<file path="src/rtl/apb_uart_arbiter.sv">
// -----------------------------------------------------------------------------
// apb_uart_arbiter
//
// Two-requester APB master. Two on-chip clients (for example a boot/config
// sequencer and a data mover) share the single APB slave port of the UART.
// Each client issues one read or write at a time over a valid/done handshake.
// The block picks a winner round-robin, runs one full APB SETUP/ACCESS
// transfer for it, and returns PRDATA/PSLVERR as a one-cycle done pulse.
// A transfer whose slave never raises PREADY is abandoned after
// TIMEOUT_CYCLES wait cycles and reported to the requester as an error.
//
// Ports
//   PCLK, PRESETn            clock, asynchronous active-low reset
//   reqN_valid               request pending, held until reqN_done (N = 0,1)
//   reqN_write               1 = write, 0 = read
//   reqN_addr, reqN_wdata    address / write data, captured at grant
//   reqN_done                one-cycle completion pulse
//   reqN_rdata               read data while reqN_done, 0 otherwise
//   reqN_err                 slave error or timeout while reqN_done
//   PSELx, PENABLE, PWRITE   APB master controls
//   PADDR, PWDATA            APB address / write data
//   PRDATA, PREADY, PSLVERR  APB slave response
//   busy                     high whenever the FSM is not in IDLE
//
// Every output is a flop. The combinational process computes the value each
// output must have in the next state, so outputs line up with the state
// register without an extra cycle of latency.
// -----------------------------------------------------------------------------
`timescale 1ns/1ps

`ifndef DATA_WIDTH
`define DATA_WIDTH 32
`endif
`ifndef ADDR_WIDTH
`define ADDR_WIDTH 32
`endif

module apb_uart_arbiter #(
    parameter int          DATA_WIDTH     = `DATA_WIDTH,
    parameter int          ADDR_WIDTH     = `ADDR_WIDTH,
    parameter int unsigned TIMEOUT_CYCLES = 255
) (
    input  logic                  PCLK,
    input  logic                  PRESETn,

    input  logic                  req0_valid,
    input  logic                  req0_write,
    input  logic [ADDR_WIDTH-1:0] req0_addr,
    input  logic [DATA_WIDTH-1:0] req0_wdata,
    output logic                  req0_done,
    output logic [DATA_WIDTH-1:0] req0_rdata,
    output logic                  req0_err,

    input  logic                  req1_valid,
    input  logic                  req1_write,
    input  logic [ADDR_WIDTH-1:0] req1_addr,
    input  logic [DATA_WIDTH-1:0] req1_wdata,
    output logic                  req1_done,
    output logic [DATA_WIDTH-1:0] req1_rdata,
    output logic                  req1_err,

    output logic                  PSELx,
    output logic                  PENABLE,
    output logic                  PWRITE,
    output logic [ADDR_WIDTH-1:0] PADDR,
    output logic [DATA_WIDTH-1:0] PWDATA,
    input  logic [DATA_WIDTH-1:0] PRDATA,
    input  logic                  PREADY,
    input  logic                  PSLVERR,

    output logic                  busy
);

    // Counter only needs to reach TIMEOUT_CYCLES; keep at least one bit so a
    // disabled timeout (0) still elaborates cleanly.
    localparam int CNT_W = (TIMEOUT_CYCLES < 1) ? 1 : $clog2(TIMEOUT_CYCLES + 1);
    localparam logic [CNT_W-1:0] TIMEOUT_VAL = CNT_W'(TIMEOUT_CYCLES);
    localparam logic TIMEOUT_EN = (TIMEOUT_CYCLES != 0);

    typedef enum logic [1:0] {
        IDLE   = 2'd0,
        SETUP  = 2'd1,
        ACCESS = 2'd2,
        RESP   = 2'd3
    } state_t;

    state_t state, state_next;

    // Which requester owns the transfer in flight, and which one won the
    // previous grant (drives the round-robin tie break).
    logic grant_id,   grant_id_next;
    logic last_grant, last_grant_next;

    logic [CNT_W-1:0] wait_cnt, wait_cnt_next;

    logic                  psel_next;
    logic                  penable_next;
    logic                  pwrite_next;
    logic [ADDR_WIDTH-1:0] paddr_next;
    logic [DATA_WIDTH-1:0] pwdata_next;
    logic                  busy_next;
    logic                  done0_next, done1_next;
    logic [DATA_WIDTH-1:0] rdata0_next, rdata1_next;
    logic                  err0_next, err1_next;

    // Response being handed back this cycle (valid only with resp_fire).
    logic                  resp_fire;
    logic [DATA_WIDTH-1:0] resp_data;
    logic                  resp_err;
    logic                  winner;

    // ------------------------------------------------------------------
    // Next-state and next-output logic
    // ------------------------------------------------------------------
    always_comb begin
        state_next      = state;
        grant_id_next   = grant_id;
        last_grant_next = last_grant;
        wait_cnt_next   = wait_cnt;

        // The APB payload registers double as the captured request, so they
        // hold their value unless a new grant is issued.
        pwrite_next     = PWRITE;
        paddr_next      = PADDR;
        pwdata_next     = PWDATA;

        psel_next       = 1'b0;
        penable_next    = 1'b0;

        resp_fire       = 1'b0;
        resp_data       = '0;
        resp_err        = 1'b0;
        winner          = 1'b0;

        unique case (state)
            IDLE: begin
                if (req0_valid || req1_valid) begin
                    // On a tie the requester that did not win last time goes
                    // first; otherwise the lone valid requester wins.
                    if (req0_valid && req1_valid) begin
                        winner = ~last_grant;
                    end else begin
                        winner = req1_valid;
                    end

                    grant_id_next   = winner;
                    last_grant_next = winner;
                    if (winner) begin
                        pwrite_next = req1_write;
                        paddr_next  = req1_addr;
                        pwdata_next = req1_wdata;
                    end else begin
                        pwrite_next = req0_write;
                        paddr_next  = req0_addr;
                        pwdata_next = req0_wdata;
                    end
                    psel_next  = 1'b1;
                    state_next = SETUP;
                end
            end

            SETUP: begin
                psel_next     = 1'b1;
                penable_next  = 1'b1;
                wait_cnt_next = '0;
                state_next    = ACCESS;
            end

            ACCESS: begin
                if (PREADY) begin
                    // PSLVERR is only meaningful in the PREADY cycle; a write
                    // returns zero data regardless of what the slave drives.
                    resp_fire  = 1'b1;
                    resp_err   = PSLVERR;
                    resp_data  = PWRITE ? '0 : PRDATA;
                    state_next = RESP;
                end else if (TIMEOUT_EN && (wait_cnt == TIMEOUT_VAL)) begin
                    // Abandon the transfer: select/enable drop as RESP begins.
                    resp_fire  = 1'b1;
                    resp_err   = 1'b1;
                    resp_data  = '0;
                    state_next = RESP;
                end else begin
                    psel_next    = 1'b1;
                    penable_next = 1'b1;
                    if (TIMEOUT_EN) begin
                        wait_cnt_next = wait_cnt + 1'b1;
                    end
                end
            end

            RESP: begin
                state_next = IDLE;
            end

            default: begin
                state_next = IDLE;
            end
        endcase

        done0_next  = resp_fire && !grant_id;
        done1_next  = resp_fire &&  grant_id;
        rdata0_next = done0_next ? resp_data : '0;
        rdata1_next = done1_next ? resp_data : '0;
        err0_next   = done0_next && resp_err;
        err1_next   = done1_next && resp_err;

        busy_next   = (state_next != IDLE);
    end

    // ------------------------------------------------------------------
    // State and output registers
    // ------------------------------------------------------------------
    always_ff @(posedge PCLK or negedge PRESETn) begin
        if (!PRESETn) begin
            state      <= IDLE;
            grant_id   <= 1'b0;
            last_grant <= 1'b1;
            wait_cnt   <= '0;
            PSELx      <= 1'b0;
            PENABLE    <= 1'b0;
            PWRITE     <= 1'b0;
            PADDR      <= '0;
            PWDATA     <= '0;
            busy       <= 1'b0;
            req0_done  <= 1'b0;
            req0_rdata <= '0;
            req0_err   <= 1'b0;
            req1_done  <= 1'b0;
            req1_rdata <= '0;
            req1_err   <= 1'b0;
        end else begin
            state      <= state_next;
            grant_id   <= grant_id_next;
            last_grant <= last_grant_next;
            wait_cnt   <= wait_cnt_next;
            PSELx      <= psel_next;
            PENABLE    <= penable_next;
            PWRITE     <= pwrite_next;
            PADDR      <= paddr_next;
            PWDATA     <= pwdata_next;
            busy       <= busy_next;
            req0_done  <= done0_next;
            req0_rdata <= rdata0_next;
            req0_err   <= err0_next;
            req1_done  <= done1_next;
            req1_rdata <= rdata1_next;
            req1_err   <= err1_next;
        end
    end

endmodule

</file>
<file path="config.mk">
export PLATFORM = sky130hd
export DESIGN_NAME = apb_uart_arbiter
export DESIGN_NICKNAME = d
export VERILOG_FILES = /design/src/rtl/apb_uart_arbiter.sv
export SDC_FILE = /design/constraint.sdc
export NUM_CORES = 1
export LEC_CHECK = 0
export CORE_MARGIN = 4
export CORE_UTILIZATION = 25
export CTS_CLUSTER_DIAMETER = 120
export CTS_CLUSTER_SIZE = 16
export DETAILED_ROUTE_END_ITERATION = 10
export GPL_TIMING_DRIVEN = 0
export PLACE_DENSITY_LB_ADDON = 0.12
export SETUP_SLACK_MARGIN = 0.2
export SLEW_MARGIN = 30
export SYNTH_ARGS = -nofsm -noshare
export SYNTH_HDL_FRONTEND = slang
export SYNTH_SLANG_ARGS = --single-unit
export TNS_END_PERCENT = 100
</file>
<file path="constraint.sdc">
create_clock -name PCLK -period 1.58 [get_ports PCLK]
set_input_delay 0.237 -clock PCLK [delete_from_list [all_inputs] [get_ports PCLK]]
set_output_delay 0.237 -clock PCLK [all_outputs]
set_load 0.02 [all_outputs]
</file>
==> results.yml, run 1 <==
status:
  outcome: "complete, no violations"
clocking:
  numCtsBuffers: 17
  clock_sinks: 148
  clock_latency_ns: 0.41
  clk_pin_slew_worst_paths_ns: 0.07
  cts-root-to-sink-buffers: 2
  cts-root-buf: "sky130_fd_sc_hd__clkbuf_16"
  htree_num_levels: 4
  cts_tree: "built"
logic_synthesis:
  predominant_post_synthesis_flop_cell: "sky130_fd_sc_hd__dfrtp_1"
  synth-edff-count: 0
  yosys.cell_types.count: 36
  synth.top_cell.area_share_pct: 61.4
  yosys-top-cells-count: "147 x sky130_fd_sc_hd__dfrtp_1, 75 x sky130_fd_sc_hd__nand2_1, 68 x sky130_fd_sc_hd__mux2i_1"
  synth_area_um2: 5990
  cell_with_the_most_instances_after_synthesis: "sky130_fd_sc_hd__dfrtp_1"
  ys_ff_latch: 148
  post_synth.cell_area_avg_um2: 11.8
  netlist_top_cells_area: "sky130_fd_sc_hd__dfrtp_1 61%, sky130_fd_sc_hd__mux2i_1 11%, sky130_fd_sc_hd__and2_1 6.7%, sky130_fd_sc_hd__nand2_1 4.7%, sky130_fd_sc_hd__o21ai_1 3.3%"
  yosys_warnings: 0
  synth_sequential_area_ratio_pct: 61.9
  post_synth_inst_count: 508
  yosysTopAreaCell: "sky130_fd_sc_hd__dfrtp_1"
  synth_nets: 682
  synthArstFlopShare_pct: 100
grt:
  global_route_wire_length_before_repair_um: 32000
  grt_pass1_vias: 5608
  grt_usage_pct: 15.8
  largest_net_degree_at_the_start_of_global_routing: 80
  grt_antenna_before_repair: 0
  global_route.overflow_total: 0
pwr:
  leakagePower_nw: 5.50
  power.density_nw_per_um2: 1660
  peakVddDrop_v: 0.000815
worst_setup_path:
  worstPathRequired_ns: 1.92
  endpoint: "req0_err$_DFF_PN0_"
  worst-endpoint-arrival_ns: 1.88
  crit_path_max_fanout: 4
  crit_path_start: "wait_cnt[1]$_DFFE_PN0P_"
  criticalPathCategory: "reg -> reg"
  start_kind: "flip-flop"
  crit_path_end_kind: "flip-flop"
  timing.reg2reg.setup_slack_ns: 0.03
  r2r_end: "req0_err$_DFF_PN0_"
  worst_r2r_path_cells: 5
  r2r_start: "wait_cnt[1]$_DFFE_PN0P_"
timing:
  finalWorstSetupSlack_ns: 0.0342
  setup-violations-final: 0
  slew-limit-headroom_pct: 63.2
  finalMaxSlewViolations: 0
  period_needed_ns: 1.55
  finalClockSkew_ns: 0.00697
  setup_tns_ns: 0
  fmaxAchievable_mhz: 647
  setup_repair_after_global_routing_missed_its_margin: "true"
  tightestPinTransition_ns: 0.553
  timing.final.crit_share_pct: 97.8
  finalHoldViolCount: 0
drt:
  post_drt_wl_per_cell_um: 17.7
  drc: 0
  wl_um: 21500
  dr_vias: 5199
  vias_per_cell: 4.28
  detailedRoute.firstPassIterationCount: 4
  ant_nets: 0
  drtIter0Drc: 148
die:
  core-area_um2: 23500
  floorplan.io_pins: 304
  die-area_um2: 26500
  initial_core_util_pct: 25.4
  fp.dieW_um: 163
  num_rows: 56
  chipHeight_um: 163
place:
  setup_slack_after_placement_ns: -0.484
  place_inst: 1131
  hpwl_um: 15400
  place.port_buffers: 303
  gp_congestion: 0.812
cells_and_area:
  n_fill_cell: 2145
  area.growth.synth_to_final_pct: 95.8
  antennaDiodeCount: 0
  finalNonFillerCells: 1215
  drive_gt1_share_pct: 42.3
  nets: 1057
flow_run:
  max_cap_violations: 0
min_path:
  worst_min_delay_path_class: "in -> reg"
  holdPathStages: 2
-- layer usage --
metal | part of all wire (%) | vias to the layer above | wire length [um] | GRT usage [%]
li1 | - | 2477 | - | -
met1 | 38 | 2506 | 8260 | 18.2
met2 | 52 | 203 | 11200 | 27.8
met3 | 8.6 | 13 | 1850 | 6.15
met4 | 1.1 | 0 | 239 | 3.62
met5 | 0 | - | 0 | 0
-- stage by stage --
step	total power [mW]	hold slack (ns)	utilization, %	cell area [um^2]
global route	20.5	0.207	49.8	11700
finish	19.4	0.209	49.8	11700
floorplan	8.83	-0.0586	-	6020
CTS	18.5	0.289	47.4	11200
detailed placement	12.4	0.232	40.3	9480
global placement	12.3	0.462	40.1	9450
-- flip-flops by register name (all words and copies together), names as in the netlist, 2 cells and up --
signal,flops
req0_rdata,32
PADDR,32
state,2
PWDATA,32
wait_cnt,8
req1_rdata,32
-- cell families after synthesis --
| group | synth area share, % |
|---|---|
| flip-flops | 61.9 |
| AO/OA/AOI/OAI | 7.94 |
| buffers and inverters | 3.20 |
| XOR/XNOR | 0.146 |
| multiplexers | 11.4 |
| adder cells (fa/ha/maj) | 1.25 |
| AND/OR/NAND/NOR | 14.2 |
-- cells in the final DEF (no fill, tap or decap), types with 3 or more instances in the layout --
cell type	instances
sky130_fd_sc_hd__a31oi_1	3
sky130_fd_sc_hd__and2_1	8
sky130_fd_sc_hd__and2_4	56
sky130_fd_sc_hd__buf_12	8
sky130_fd_sc_hd__buf_16	11
sky130_fd_sc_hd__buf_2	10
sky130_fd_sc_hd__buf_4	17
sky130_fd_sc_hd__buf_6	15
sky130_fd_sc_hd__buf_8	21
sky130_fd_sc_hd__clkbuf_16	23
sky130_fd_sc_hd__clkbuf_2	22
sky130_fd_sc_hd__clkbuf_8	3
sky130_fd_sc_hd__clkdlybuf4s15_1	29
sky130_fd_sc_hd__clkdlybuf4s15_2	31
sky130_fd_sc_hd__clkdlybuf4s50_1	164
sky130_fd_sc_hd__clkinv_4	4
sky130_fd_sc_hd__dfrtp_1	147
sky130_fd_sc_hd__dlygate4sd2_1	45
sky130_fd_sc_hd__ha_4	3
sky130_fd_sc_hd__inv_6	4
sky130_fd_sc_hd__mux2i_1	53
sky130_fd_sc_hd__mux2i_2	12
sky130_fd_sc_hd__mux2i_4	3
sky130_fd_sc_hd__nand2_1	10
sky130_fd_sc_hd__nand2_2	37
sky130_fd_sc_hd__nand2_4	28
sky130_fd_sc_hd__nand3_1	4
sky130_fd_sc_hd__nor2_1	5
sky130_fd_sc_hd__nor2_2	3
sky130_fd_sc_hd__o21ai_1	28
sky130_fd_sc_hd__o21ai_2	37
sky130_fd_sc_hd__o21ai_4	3
-- what timing repair did --
item,in CTS,in global routing
gates cloned,15,3
hold buffers,1,0
pin swaps,61,64
setup buffers,22,11
endpoints found under the setup margin,280,201
endpoints found under the hold margin,68,0
gates resized for setup,436,235
-- worst min-delay path by stage --
stage / start / to / slack, ns
after floorplan: PRESETn / PADDR[0]$_DFFE_PN0P_ / -0.06
after global placement: PWDATA[0]$_DFFE_PN0P_ / PWDATA[0]$_DFFE_PN0P_ / 0.46
after detailed placement: PRESETn / req0_rdata[15]$_DFF_PN0_ / 0.23
after CTS: req1_valid / last_grant$_DFFE_PN1P_ / 0.29
after global routing: req0_valid / last_grant$_DFFE_PN1P_ / 0.21
final: req0_valid / last_grant$_DFFE_PN1P_ / 0.21
-- report_power, final --
part	internal, mW	switching, mW	leakage (nW)
registers	4.89	0.854	1.94
logic	5.02	4.75	3.29
clock network	2.08	1.82	0.274
-- critical path, cell delays in order (launching register included) --
cell,delay [ns]
sky130_fd_sc_hd__dfrtp_1,0.39
sky130_fd_sc_hd__ha_4,0.17
sky130_fd_sc_hd__and4_4,0.24
sky130_fd_sc_hd__nand4_1,0.24
sky130_fd_sc_hd__o21ai_1,0.25
sky130_fd_sc_hd__nor2b_1,0.18
-- cell type report --
type / instances / area [um^2] / area share, %
sequential: 148 / 3700 / 31.6
timing repair buffer: 356 / 3650 / 31.1
multi-input combinational: 329 / 2920 / 24.9
buffer: 28 / 477 / 4.07
clock buffer: 17 / 425 / 3.63
tap: 319 / 399 / 3.40
clock inverter: 15 / 145 / 1.24
inverter: 3 / 11.3 / 0.0960
Power figures use the tool's default switching activity.
==> inputs of run 2 (changes only) <==
--- a/config.mk
+++ b/config.mk
@@ -6,12 +6,13 @@
 export NUM_CORES = 1
 export LEC_CHECK = 0
 export CORE_MARGIN = 4
-export CORE_UTILIZATION = 25
+export CORE_UTILIZATION = 36
 export CTS_CLUSTER_DIAMETER = 120
 export CTS_CLUSTER_SIZE = 16
 export DETAILED_ROUTE_END_ITERATION = 10
 export GPL_TIMING_DRIVEN = 0
 export PLACE_DENSITY_LB_ADDON = 0.12
+export REMOVE_ABC_BUFFERS = 1
 export SETUP_SLACK_MARGIN = 0.2
 export SLEW_MARGIN = 30
 export SYNTH_ARGS = -nofsm -noshare
==> run 2 against run 1 <==
The run now ends with setup timing left. Cell area shrank 2.9%. Sequential share of layout area grew 0.94 points. Clock skew is essentially flat. Power shrank 5.2%. Critical path type unchanged. Critical endpoint is now PWDATA[27]$_DFFE_PN0P_. Highest routed layer is now met5.
==> results.yml, run 2 (synthesized netlist as in run 1, its figures left out) <==
status:
  outcome: "finished with violations"
  violated_checks: "setup timing"
timing:
  setup_repair_after_global_routing_missed_its_margin: "true"
  period_needed_ns: 1.66
  timing.final.crit_share_pct: 105
  finalClockSkew_ns: 0.00689
  tightestPinTransition_ns: 0.567
  finalWorstSetupSlack_ns: -0.0812
  finalMaxSlewViolations: 0
  fmaxAchievable_mhz: 602
  slew-limit-headroom_pct: 62.2
  finalHoldViolCount: 0
  setup-violations-final: 23
die:
  initial_core_util_pct: 37.2
  fp.dieW_um: 137
  die-area_um2: 18800
  floorplan.io_pins: 304
  core-area_um2: 16100
  chipHeight_um: 137
  num_rows: 46
clocking:
  clock_sinks: 148
  htree_num_levels: 4
  cts-root-buf: "sky130_fd_sc_hd__clkbuf_16"
  clk_pin_slew_worst_paths_ns: 0.06
  numCtsBuffers: 17
  clock_latency_ns: 0.41
  cts_tree: "built"
  cts-root-to-sink-buffers: 2
worst_setup_path:
  criticalPathCategory: "reg -> reg"
  crit_path_max_fanout: 7
  start_kind: "flip-flop"
  worstPathRequired_ns: 1.87
  worst-endpoint-arrival_ns: 1.95
  crit_path_end_kind: "flip-flop"
place:
  setup_slack_after_placement_ns: -1.17
  hpwl_um: 14400
  gp_congestion: 0.802
  place.port_buffers: 303
drt:
  dr_vias: 5304
  wl_um: 22400
  detailedRoute.firstPassIterationCount: 5
  drtIter0Drc: 147
  post_drt_wl_per_cell_um: 20.4
  ant_nets: 0
  drc: 0
  vias_per_cell: 4.83
grt:
  largest_net_degree_at_the_start_of_global_routing: 76
  grt_usage_pct: 22.0
  global_route_wire_length_before_repair_um: 31000
  grt_pass1_vias: 5589
  grt_antenna_before_repair: 1
  global_route.overflow_total: 0
flow_run:
  max_cap_violations: 0
pwr:
  power.density_nw_per_um2: 1620
  peakVddDrop_v: 0.000720
  leakagePower_nw: 5.37
cells_and_area:
  antennaDiodeCount: 0
  area.growth.synth_to_final_pct: 90.2
  layout_commonest_cell: "sky130_fd_sc_hd__clkdlybuf4s50_1"
  nets: 1044
  most-common-layout-cells: "164 x sky130_fd_sc_hd__clkdlybuf4s50_1, 147 x sky130_fd_sc_hd__dfrtp_1, 64 x sky130_fd_sc_hd__and2_4"
  drive_gt1_share_pct: 31.9
  share_of_the_core_filled_with_cells_in_the_final_layout_pct: 70.7
min_path:
  worst_min_delay_path_class: "in -> reg"
[run 2: power by group]
part / internal [mW] / switching (mW)
Combinational: 4.50 / 4.59
Clock: 2.20 / 1.58
Sequential: 4.89 / 0.632
Total: 11.6 / 6.80
[run 2: path summary, 6_finish.rpt]
kind	slack, ns	from	end	depth (start not counted)
max	-0.08	last_grant$_DFFE_PN1P_	PWDATA[27]$_DFFE_PN0P_	7
min	0.33	req0_valid	last_grant$_DFFE_PN1P_	2
max reg2reg	-0.08	last_grant$_DFFE_PN1P_	PWDATA[27]$_DFFE_PN0P_	7
min reg2reg	0.48	PWDATA[7]$_DFFE_PN0P_	PWDATA[7]$_DFFE_PN0P_	2
max in group asynchronous	0.43	PRESETn	PADDR[0]$_DFFE_PN0P_	3
min in group asynchronous	0.38	PRESETn	PWDATA[5]$_DFFE_PN0P_	2
[run 2: stage by stage]
stage	cells	hold slack, ns	instance area, um^2	setup TNS [ns]	power (mW)
final	1099	0.331	11400	-0.335	18.4
after floorplan	480	-0.0586	5810	-237.32	8.47
after global placement	999	0.465	9110	-1249.44	11.7
after detailed placement	1008	0.240	9390	-78.34	12.3
after CTS	1086	0.281	10700	-0.118	17.4
after global routing	1099	0.318	11400	-1.98	19.3
[run 2: timing repair]
| item | 4_1_cts | 5_1_grt |
|---|---|---|
| endpoints found under the hold margin | 72 | 0 |
| endpoints found under the setup margin | 282 | 208 |
| gates resized for setup | 290 | 204 |
| buffers inserted | 33 | 5 |
| gates cloned | 12 | 8 |
| pin swaps | 31 | 31 |
| hold buffers | 1 | 0 |
[run 2: worst max-delay path, cell delays in order, from the launching register on]
cell	delay, ns
sky130_fd_sc_hd__dfstp_2	0.55
sky130_fd_sc_hd__a21boi_4	0.08
sky130_fd_sc_hd__buf_16	0.15
sky130_fd_sc_hd__buf_12	0.12
sky130_fd_sc_hd__buf_16	0.15
sky130_fd_sc_hd__clkbuf_16	0.17
sky130_fd_sc_hd__mux2i_1	0.21
sky130_fd_sc_hd__o21ai_1	0.10
[run 2: area by class of cell]
type | instances | area, um^2
multi-input combinational | 331 | 2820
fill | 1118 | 4730
sequential | 148 | 3700
inverter | 3 | 11.3
timing repair buffer | 369 | 4020
tap | 216 | 270
clock buffer | 20 | 447
clock inverter | 12 | 109
[run 2: layer usage]
| metal | vias to the layer above | routed length, um | track usage, % |
|---|---|---|---|
| met2 | 231 | 11400 | 38.3 |
| met3 | 34 | 2260 | 9.49 |
| li1 | 2446 | - | - |
| met1 | 2591 | 8160 | 24.0 |
| met5 | - | 13 | 0 |
| met4 | 2 | 501 | 7.82 |
